File: config.mk
export PLATFORM = sky130hd
export DESIGN_NAME = fifo_to_mem
export DESIGN_NICKNAME = d
export VERILOG_FILES = /design/src/rtl/pcap_replay_pkg.sv /design/src/rtl/fifo_to_mem_wbuf.sv /design/src/rtl/fifo_to_mem.sv
export SDC_FILE = /design/constraint.sdc
export NUM_CORES = 1
export LEC_CHECK = 0
export ABC_AREA = 1
export BUFFER_PORTS_ARGS = -buffer_cell sky130_fd_sc_hd__buf_2
export CAP_MARGIN = 0
export CELL_PAD_IN_SITES_DETAIL_PLACEMENT = 0
export CELL_PAD_IN_SITES_GLOBAL_PLACEMENT = 1
export CORE_MARGIN = 8
export CORE_UTILIZATION = 41
export CTS_BUF_LIST = sky130_fd_sc_hd__clkbuf_8
export DETAILED_ROUTE_END_ITERATION = 12
export GPL_ROUTABILITY_DRIVEN = 0
export GPL_TIMING_DRIVEN = 0
export MAX_ROUTING_LAYER = met4
export PLACE_DENSITY_LB_ADDON = 0.1
export SLEW_MARGIN = 20
export SYNTH_ARGS = -nofsm -noshare
export SYNTH_HDL_FRONTEND = slang
export SYNTH_SLANG_ARGS = --single-unit
File: constraint.sdc
create_clock -name clk -period 3.75 [get_ports clk]
set_input_delay 0.75 -clock clk [delete_from_list [all_inputs] [get_ports clk]]
set_output_delay 0.75 -clock clk [all_outputs]
set_load 0.005 [all_outputs]
File: src/rtl/pcap_replay_pkg.sv
// Shared definitions for the pcap capture/replay memory datapath:
// writer FSM states, burst-length constants and a constant-time ceil(log2).
package pcap_replay_pkg;

  typedef enum logic [1:0] {
    ST_IDLE = 2'd0,
    ST_RUN  = 2'd1,
    ST_FULL = 2'd2
  } wr_state_e;

  localparam int BL2 = 2;
  localparam int BL4 = 4;

  function automatic int log2(input int value);
    int r;
    r = 0;
    for (int i = 0; i < 31; i++) begin
      if ((1 << i) < value) r = i + 1;
    end
    return r;
  endfunction

endpackage

File: src/rtl/fifo_to_mem_wbuf.sv
// Staging buffer between the capture FIFO and the write port: holds up to NW
// words, counts an in-flight pop as occupied, and presents the burst pair.
module fifo_to_mem_wbuf
  import pcap_replay_pkg::*;
#(
  parameter int DATA_W = 72,
  parameter int NW     = 1,
  localparam int CW    = log2(NW + 1)
) (
  input  logic              clk,
  input  logic              rst,
  input  logic              clr,
  input  logic              pop,
  input  logic [DATA_W-1:0] din,
  output logic [CW-1:0]     occ,
  output logic [DATA_W-1:0] beat0,
  output logic [DATA_W-1:0] beat1
);

  logic [CW-1:0]     cnt_q, cnt_d;
  logic              inflight_q, inflight_d;
  logic [DATA_W-1:0] words_q [NW];
  logic [DATA_W-1:0] words_d [NW];

  always_comb begin
    cnt_d      = cnt_q + CW'(inflight_q);
    inflight_d = pop;
    words_d    = words_q;
    if (inflight_q) begin
      for (int i = 0; i < NW; i++) begin
        if (cnt_q == CW'(i)) words_d[i] = din;
      end
    end
    if (clr) cnt_d = '0;
  end

  always_ff @(posedge clk) begin
    if (rst) begin
      cnt_q      <= '0;
      inflight_q <= 1'b0;
    end else begin
      cnt_q      <= cnt_d;
      inflight_q <= inflight_d;
    end
  end

  always_ff @(posedge clk) begin
    words_q <= words_d;
  end

  assign occ = cnt_q + CW'(inflight_q);

  // A word still arriving from the FIFO is taken straight from din.
  always_comb begin
    beat0 = (cnt_q != '0) ? words_q[0] : din;
    beat1 = din;
    if (NW > 1) begin
      if (cnt_q > CW'(1)) beat1 = words_q[NW-1];
    end
  end

endmodule

File: src/rtl/fifo_to_mem.sv
// Capture writer: pops 72-bit words from the capture FIFO and writes them as
// sequential bursts into QDR-II SRAM. Define FIFO_TO_MEM_WRAP_EN for ring mode.
module fifo_to_mem
  import pcap_replay_pkg::*;
#(
  parameter int FIFO_DATA_WIDTH  = 72,
  parameter int MEM_ADDR_WIDTH   = 19,
  parameter int MEM_DATA_WIDTH   = 36,
  parameter int MEM_BW_WIDTH     = 4,
  parameter int MEM_BURST_LENGTH = 2,
  parameter int MEM_ADDR_LOW     = 0,
  parameter int MEM_ADDR_HIGH    = MEM_ADDR_LOW + 2**MEM_ADDR_WIDTH / MEM_BURST_LENGTH - 1
) (
  input  logic                       clk,
  input  logic                       rst,
  input  logic                       sw_rst,
  input  logic                       cal_done,
  input  logic                       fifo_empty,
  output logic                       fifo_rd_en,
  input  logic [FIFO_DATA_WIDTH-1:0] fifo_data,
  input  logic                       mem_wr_full,
  output logic                       mem_w_n,
  output logic [MEM_ADDR_WIDTH-1:0]  mem_ad_wr,
  output logic [MEM_DATA_WIDTH-1:0]  mem_dl,
  output logic [MEM_DATA_WIDTH-1:0]  mem_dh,
  output logic [MEM_BW_WIDTH-1:0]    mem_bw_n,
  output logic [MEM_ADDR_WIDTH:0]    wr_words,
  output logic                       mem_filled
);

  localparam int AW = MEM_ADDR_WIDTH;
  localparam int NW = (MEM_BURST_LENGTH == BL4) ? 2 : 1;
  localparam int CW = log2(NW + 1);
  localparam logic [AW-1:0] ADDR_LO = AW'(MEM_ADDR_LOW);
  localparam logic [AW-1:0] ADDR_HI = AW'(MEM_ADDR_HIGH);

  function automatic logic [AW:0] sat_add_nw(input logic [AW:0] v);
    logic [AW+1:0] s;
    s = {1'b0, v} + (AW+2)'(NW);
    return s[AW+1] ? '1 : s[AW:0];
  endfunction

  wr_state_e                state_q, state_d;
  logic [AW-1:0]            addr_q, addr_d;
  logic                     mem_w_n_q, mem_w_n_d;
  logic [AW-1:0]            mem_ad_wr_q, mem_ad_wr_d;
  logic [MEM_DATA_WIDTH-1:0] mem_dl_q, mem_dl_d, mem_dh_q, mem_dh_d;
  logic [FIFO_DATA_WIDTH-1:0] beat1_q, beat1_d;
  logic                     beat1_pend_q, beat1_pend_d;
  logic [AW:0]              wr_words_q, wr_words_d;
  logic                     mem_filled_q, mem_filled_d;

  logic                       rst_any, go, issuing, issue;
  logic [CW-1:0]              occ;
  logic [FIFO_DATA_WIDTH-1:0] buf_beat0, buf_beat1;

  assign rst_any = rst | sw_rst;
  assign go      = (state_q == ST_RUN) && cal_done;
  // A command cycle or a BL4 second beat blocks popping so occupancy never exceeds NW.
  assign issuing = !mem_w_n_q || beat1_pend_q;
  assign issue   = go && (occ == CW'(NW)) && !mem_wr_full && !issuing;
  assign fifo_rd_en = go && !fifo_empty && (occ < CW'(NW)) && !issuing && !rst_any;

  fifo_to_mem_wbuf #(
    .DATA_W(FIFO_DATA_WIDTH),
    .NW    (NW)
  ) u_wbuf (
    .clk  (clk),
    .rst  (rst_any),
    .clr  (issue),
    .pop  (fifo_rd_en),
    .din  (fifo_data),
    .occ  (occ),
    .beat0(buf_beat0),
    .beat1(buf_beat1)
  );

  always_comb begin
    state_d      = state_q;
    addr_d       = addr_q;
    mem_w_n_d    = 1'b1;
    mem_ad_wr_d  = mem_ad_wr_q;
    mem_dl_d     = mem_dl_q;
    mem_dh_d     = mem_dh_q;
    beat1_d      = beat1_q;
    beat1_pend_d = 1'b0;
    wr_words_d   = wr_words_q;
    mem_filled_d = mem_filled_q;

    if (state_q == ST_IDLE && cal_done) state_d = ST_RUN;

    if (beat1_pend_q) {mem_dh_d, mem_dl_d} = beat1_q;

    if (issue) begin
      mem_w_n_d             = 1'b0;
      mem_ad_wr_d           = addr_q;
      {mem_dh_d, mem_dl_d}  = buf_beat0;
      if (NW > 1) begin
        beat1_d      = buf_beat1;
        beat1_pend_d = 1'b1;
      end
      wr_words_d = sat_add_nw(wr_words_q);
      if (addr_q == ADDR_HI) begin
        mem_filled_d = 1'b1;
`ifdef FIFO_TO_MEM_WRAP_EN
        addr_d = ADDR_LO;
`else
        state_d = ST_FULL;
`endif
      end else begin
        addr_d = addr_q + AW'(1);
      end
    end
  end

  always_ff @(posedge clk) begin
    if (rst_any) begin
      state_q      <= ST_IDLE;
      addr_q       <= ADDR_LO;
      mem_w_n_q    <= 1'b1;
      mem_ad_wr_q  <= ADDR_LO;
      mem_dl_q     <= '0;
      mem_dh_q     <= '0;
      beat1_pend_q <= 1'b0;
      wr_words_q   <= '0;
      mem_filled_q <= 1'b0;
    end else begin
      state_q      <= state_d;
      addr_q       <= addr_d;
      mem_w_n_q    <= mem_w_n_d;
      mem_ad_wr_q  <= mem_ad_wr_d;
      mem_dl_q     <= mem_dl_d;
      mem_dh_q     <= mem_dh_d;
      beat1_pend_q <= beat1_pend_d;
      wr_words_q   <= wr_words_d;
      mem_filled_q <= mem_filled_d;
    end
  end

  always_ff @(posedge clk) begin
    beat1_q <= beat1_d;
  end

  assign mem_w_n    = mem_w_n_q;
  assign mem_ad_wr  = mem_ad_wr_q;
  assign mem_dl     = mem_dl_q;
  assign mem_dh     = mem_dh_q;
  assign mem_bw_n   = '0;
  assign wr_words   = wr_words_q;
  assign mem_filled = mem_filled_q;

endmodule

== Word-level counts from Yosys, hierarchy flattened ==
Index checks and enable logic that the tools add are counted.

* Equal/unequal tests: 2
* $lt $le $gt $ge: 1
* Multiplexer cells: 8
* Add/subtract/negate cells: 3
* Reduce and logical (&&, ||, !) cells: 16
* Bitwise operators: 2

{| class="wikitable"
|+ Operators with widths
! cell !! number
|-
| $mux 36 || 2
|-
| $mux 72 || 1
|-
| $add 20x1->21 const B || 1
|-
| $mux 20 || 1
|-
| $add 19x1->19 const B || 1
|-
| $eq 19x18->1 const B || 1
|-
| $logic_and 1x1->1 || 9
|-
| $mux 2 || 3
|-
| $reduce_and 2->1 || 2
|-
| $logic_not 1->1 || 3
|-
| $eq 2x1->1 const B || 1
|-
| $logic_not 2->1 || 1
|-
| $reduce_or 2->1 || 1
|-
| $add 1x1->1 || 1
|-
| $lt 1x1->1 const B || 1
|-
| $mux 1 || 1
|-
| $not 1->1 || 1
|-
| $or 1x1->1 || 1
|}

* Register bits: 208
* Input port bits: 78

== Depth between registers and ports, before layout ==
* Word-level depth: 6
* Mapped depth: 11

== By module ==
Synthesis repeated with hierarchy kept, for this count alone.

* Cell total of the unflattened synthesis: 1,143
* Area total of the unflattened synthesis: 9,260.1 um2

{| class="wikitable"
|+ Modules (own cells, without submodules)
! module !! instances !! sequential area each (um2) !! cells each !! area an instance (um2)
|-
| fifo_to_mem || 1 || 2,682.6 || 756 || 5,539.1
|-
| fifo_to_mem_wbuf || 1 || 2,202.1 || 387 || 3,721.1
|}

== Least setup slack after synthesis ==
No wires, ideal clock.

* Kind: register -> output
* Start: register u_wbuf.inflight_q
* End: output port fifo_rd_en
* Cell stages (with the launch flop): 5
* Required time: 3.000 ns
* Path slack: 0.511 ns
* Arrival time: 2.489 ns
* Path through: dfxtp_1 > inv_1 > nand2_2 > nand2_4 > nor3_1

* Cells in the longest elaborated chain, start to end: 5

{| class="wikitable"
|+ RTL lines
! what !! line !! source
|-
| start: declaration || fifo_to_mem_wbuf.sv:21 || <nowiki>logic inflight_q, inflight_d;</nowiki>
|-
| start signal: assignment || fifo_to_mem_wbuf.sv:43 || <nowiki>inflight_q <= inflight_d;</nowiki>
|-
| $add 1x1->1 || fifo_to_mem_wbuf.sv:51 || <nowiki>assign occ = cnt_q + CW'(inflight_q);</nowiki>
|-
| $lt 1x1->1 || fifo_to_mem.sv:62 || <nowiki>assign fifo_rd_en = go && !fifo_empty && (occ < CW'(NW)) && !issuing && !rst_any;</nowiki>
|-
| $logic_and 1x1->1 (3 in series) || fifo_to_mem.sv:62 ||
|-
| end: declaration || fifo_to_mem.sv:19 || <nowiki>output logic fifo_rd_en,</nowiki>
|}

No other way between the ends.

== Worst setup path after layout ==
* Start: input port sw_rst
* End: output port fifo_rd_en

* Cells in the longest elaborated chain, start to end: 3

{| class="wikitable"
|+ RTL lines
! what !! line !! source
|-
| start: declaration || fifo_to_mem.sv:16 || <nowiki>input logic sw_rst,</nowiki>
|-
| $or 1x1->1 || fifo_to_mem.sv:57 || <nowiki>assign rst_any = rst | sw_rst;</nowiki>
|-
| $logic_not 1->1 || fifo_to_mem.sv:62 ||
|-
| $logic_and 1x1->1 || fifo_to_mem.sv:62 ||
|}

No other way between the ends.

==> run metrics <==
met1 Resource Use GR 25.0%; Avg WL per Cell 15.3 µm; Syn-to-layout area delta 23.2%; WS Path Type in2out; Non-Filler Instances 1606; r2r setup slk 1720 ps; Detailed Routing Iterations Pass 1 5; CP max-delay cell buf_2; EDFF count, synth 72; RSZ-0062 raised after global routing no; ANT nets after route 0; diode count 0; final max-slew violation count 0; Post-CTS Setup Repair Bufs 0; routed vias 7593; post-CTS resize count 0; vias in the first global route 7522; cells after synthesis 1072; Critical Path RT 3000 ps; first-pass GRT wire length 39400 µm; Critical Path AT 1920 ps; largest net degree at the start of global routing 41; initial antenna violation count 0; Int Power 0.00341 W; Tot GR Track Use 19.3%; outcome finished, final reports clean; met3 GRT Util 4.07%; Max Fanout on Critical Path 10; Clk pwr share 43.7%; CTS Root Cell clkbuf_8; Worst setup SP type input port; Cells after DPL 1542; Synth area leaders dfxtp_1, edfxtp_1, nand2_1; Routed WL 24600 µm; critical path's largest stage delay 380 ps; Worst setup EP type output port; Buf/Inv on CP 3; Slew @ Worst Pin 627 ps; Max Fclk 374 MHz; # nets final 1386; worst vdd ir 0.000186 V; die area 0.0260 mm²; switching share of power 22.8%; Final min period 2670 ps; mapped cell area 0.00864 mm²; net switching power 0.00101 W; Starting Density 41.5%; Final WS setup 1080 ps; Die H 161 µm; CP most frequent cell buf_2; Max-slew headroom 58.2%; DRC errors left 0; # hold bufs at CTS 0; TNS Setup 0 ps; LEAKAGE 4.55 nW; CTS tree built; share of layout cells above drive strength 1 21.1%; met2 usage 30.7%; Synth top area share 31.5%; Final HPWL DP 17700 µm; Final Instance Area 0.0106 mm²; Reg power frac 52.9%; Clk pin slew, worst setup/hold paths 50 ps; DP Area 0.00997 mm²; Yosys reg bits 208; Power Density 415 mW/mm²; top-count cell post-synth nand2_1; CP top delay family buffers and inverters; ys flop type dfxtp_1; overall power 0.00442 W; CP cell instances buf_2, nor2_1, buf_2, nand3b_1, nor3_1, buf_2; Die X 161 µm; Syn. warnings 0; top cell type by total area after synthesis dfxtp_1; most frequent cells after synthesis nand2_1, nor2_1, dfxtp_1, o21ai_0, edfxtp_1; Mean Syn Cell Area 8.06 µm²; I/O pins 196; FFs w/ async S/R, synth 0%; fin crit share 71.2%; Final Hold Violating Endpoints 0; row count 53; GR peak layer met2; clock skew 24.0 ps; initial detailed-routing violation count 357; Worst Hold Class reg2reg; library cells used by synthesis 33; sequential-to-total area share from yosys stat 56.6%; Worst-Skew Late Latency 520 ps; core area 0.0208 mm²; Via density 4.73; CTS max path bufs 3; Setup Viol. Count Final 0; Comb power frac 3.4%; CTS Buf Count 37; Port Buf Inserts 191; Max Cap Viol 0; TritonCTS Sinks 208; worst slack at placement 1030 ps; htree depth 2; grt total ovfl 0
==> cell type report <==
| cell class | instances | area, µm² |
|---|---|---|
| Buffer | 57 | 288 |
| Clock buffer | 42 | 578 |
| Clock inverter | 22 | 90.1 |
| Fill cell | 2125 | 10200 |
| Inverter | 48 | 180 |
| Multi-Input combinational cell | 762 | 3300 |
| Sequential cell | 208 | 4890 |
| Tap cell | 275 | 344 |
| Timing Repair Buffer | 192 | 976 |
==> worst register-to-register path: stages (launching register included) <==
cell and delay, ps:
dfxtp_4 700, inv_1 120, nand2_2 100, nand2_4 90
nand2_4 120, buf_6 190, clkbuf_1 380, o21ai_0 130
nor2_1 110
==> worst paths after layout <==
check / from / to / cells after the start
max: sw_rst / fifo_rd_en / 6
min: mem_dl[23]$_SDFFE_PN0P_ / mem_dl[23]$_SDFFE_PN0P_ / 2
max reg2reg: u_wbuf.inflight_q$_SDFF_PN0_ / mem_dl[3]$_SDFFE_PN0P_ / 8
min reg2reg: mem_dl[23]$_SDFFE_PN0P_ / mem_dl[23]$_SDFFE_PN0P_ / 2
==> flip-flops by register name (all words and copies together) (netlist names) <==
register / cells
addr_q: 19
mem_ad_wr: 19
mem_dh: 36
mem_dl: 36
mem_filled: 1
mem_w_n: 1
state_q: 2
u_wbuf.cnt_q: 1
u_wbuf.inflight_q: 1
u_wbuf.words_q: 72
wr_words: 20
==> per-stage QoR <==
stage	hold WS [ps]	util [%]
after global placement	450	47.8
after detailed placement	454	47.9
final	463	51.1
after floorplan	447	-
after CTS	463	51.1
after global routing	476	51.1
==> kinds of logic after synthesis <==
kind of cell / synth area share, %
flops: 56.6
xor+xnor: 1.12
compound gates: 8.40
other cells: 0.0434
simple gates: 28.2
fa+ha+maj: 0.290
buf+inv: 5.42
==> routing by layer <==
layer / up-vias / share of wire [%]
met1: 3473 / 48
li1: 3909 / -
met3: 33 / 5.0
met5: - / 0
met4: 0 / 1.4
met2: 178 / 45
==> power by group through the flow <==
stage	Combinational (W)	Sequential [W]	Clock, W
6_report	0.000149	0.00234	0.00193
2_1_floorplan	0.0000768	0.00239	0
5_1_grt	0.000171	0.00234	0.00209
4_1_cts	0.000152	0.00234	0.00199
3_3_place_gp	0.000149	0.00239	0
3_5_place_dp	0.000151	0.00239	0
==> cell usage in the layout, fill, tap and decap left out, types with 8 or more instances in the layout <==
cell	n
a21oi_1	35
buf_2	202
buf_4	8
clkbuf_1	32
clkbuf_8	42
dfxtp_1	135
edfxtp_1	72
inv_1	64
nand2_1	347
nand3_1	37
nor2_1	185
o21ai_0	95
xor2_1	8
Note: power is estimated with default switching activity, not from simulation.
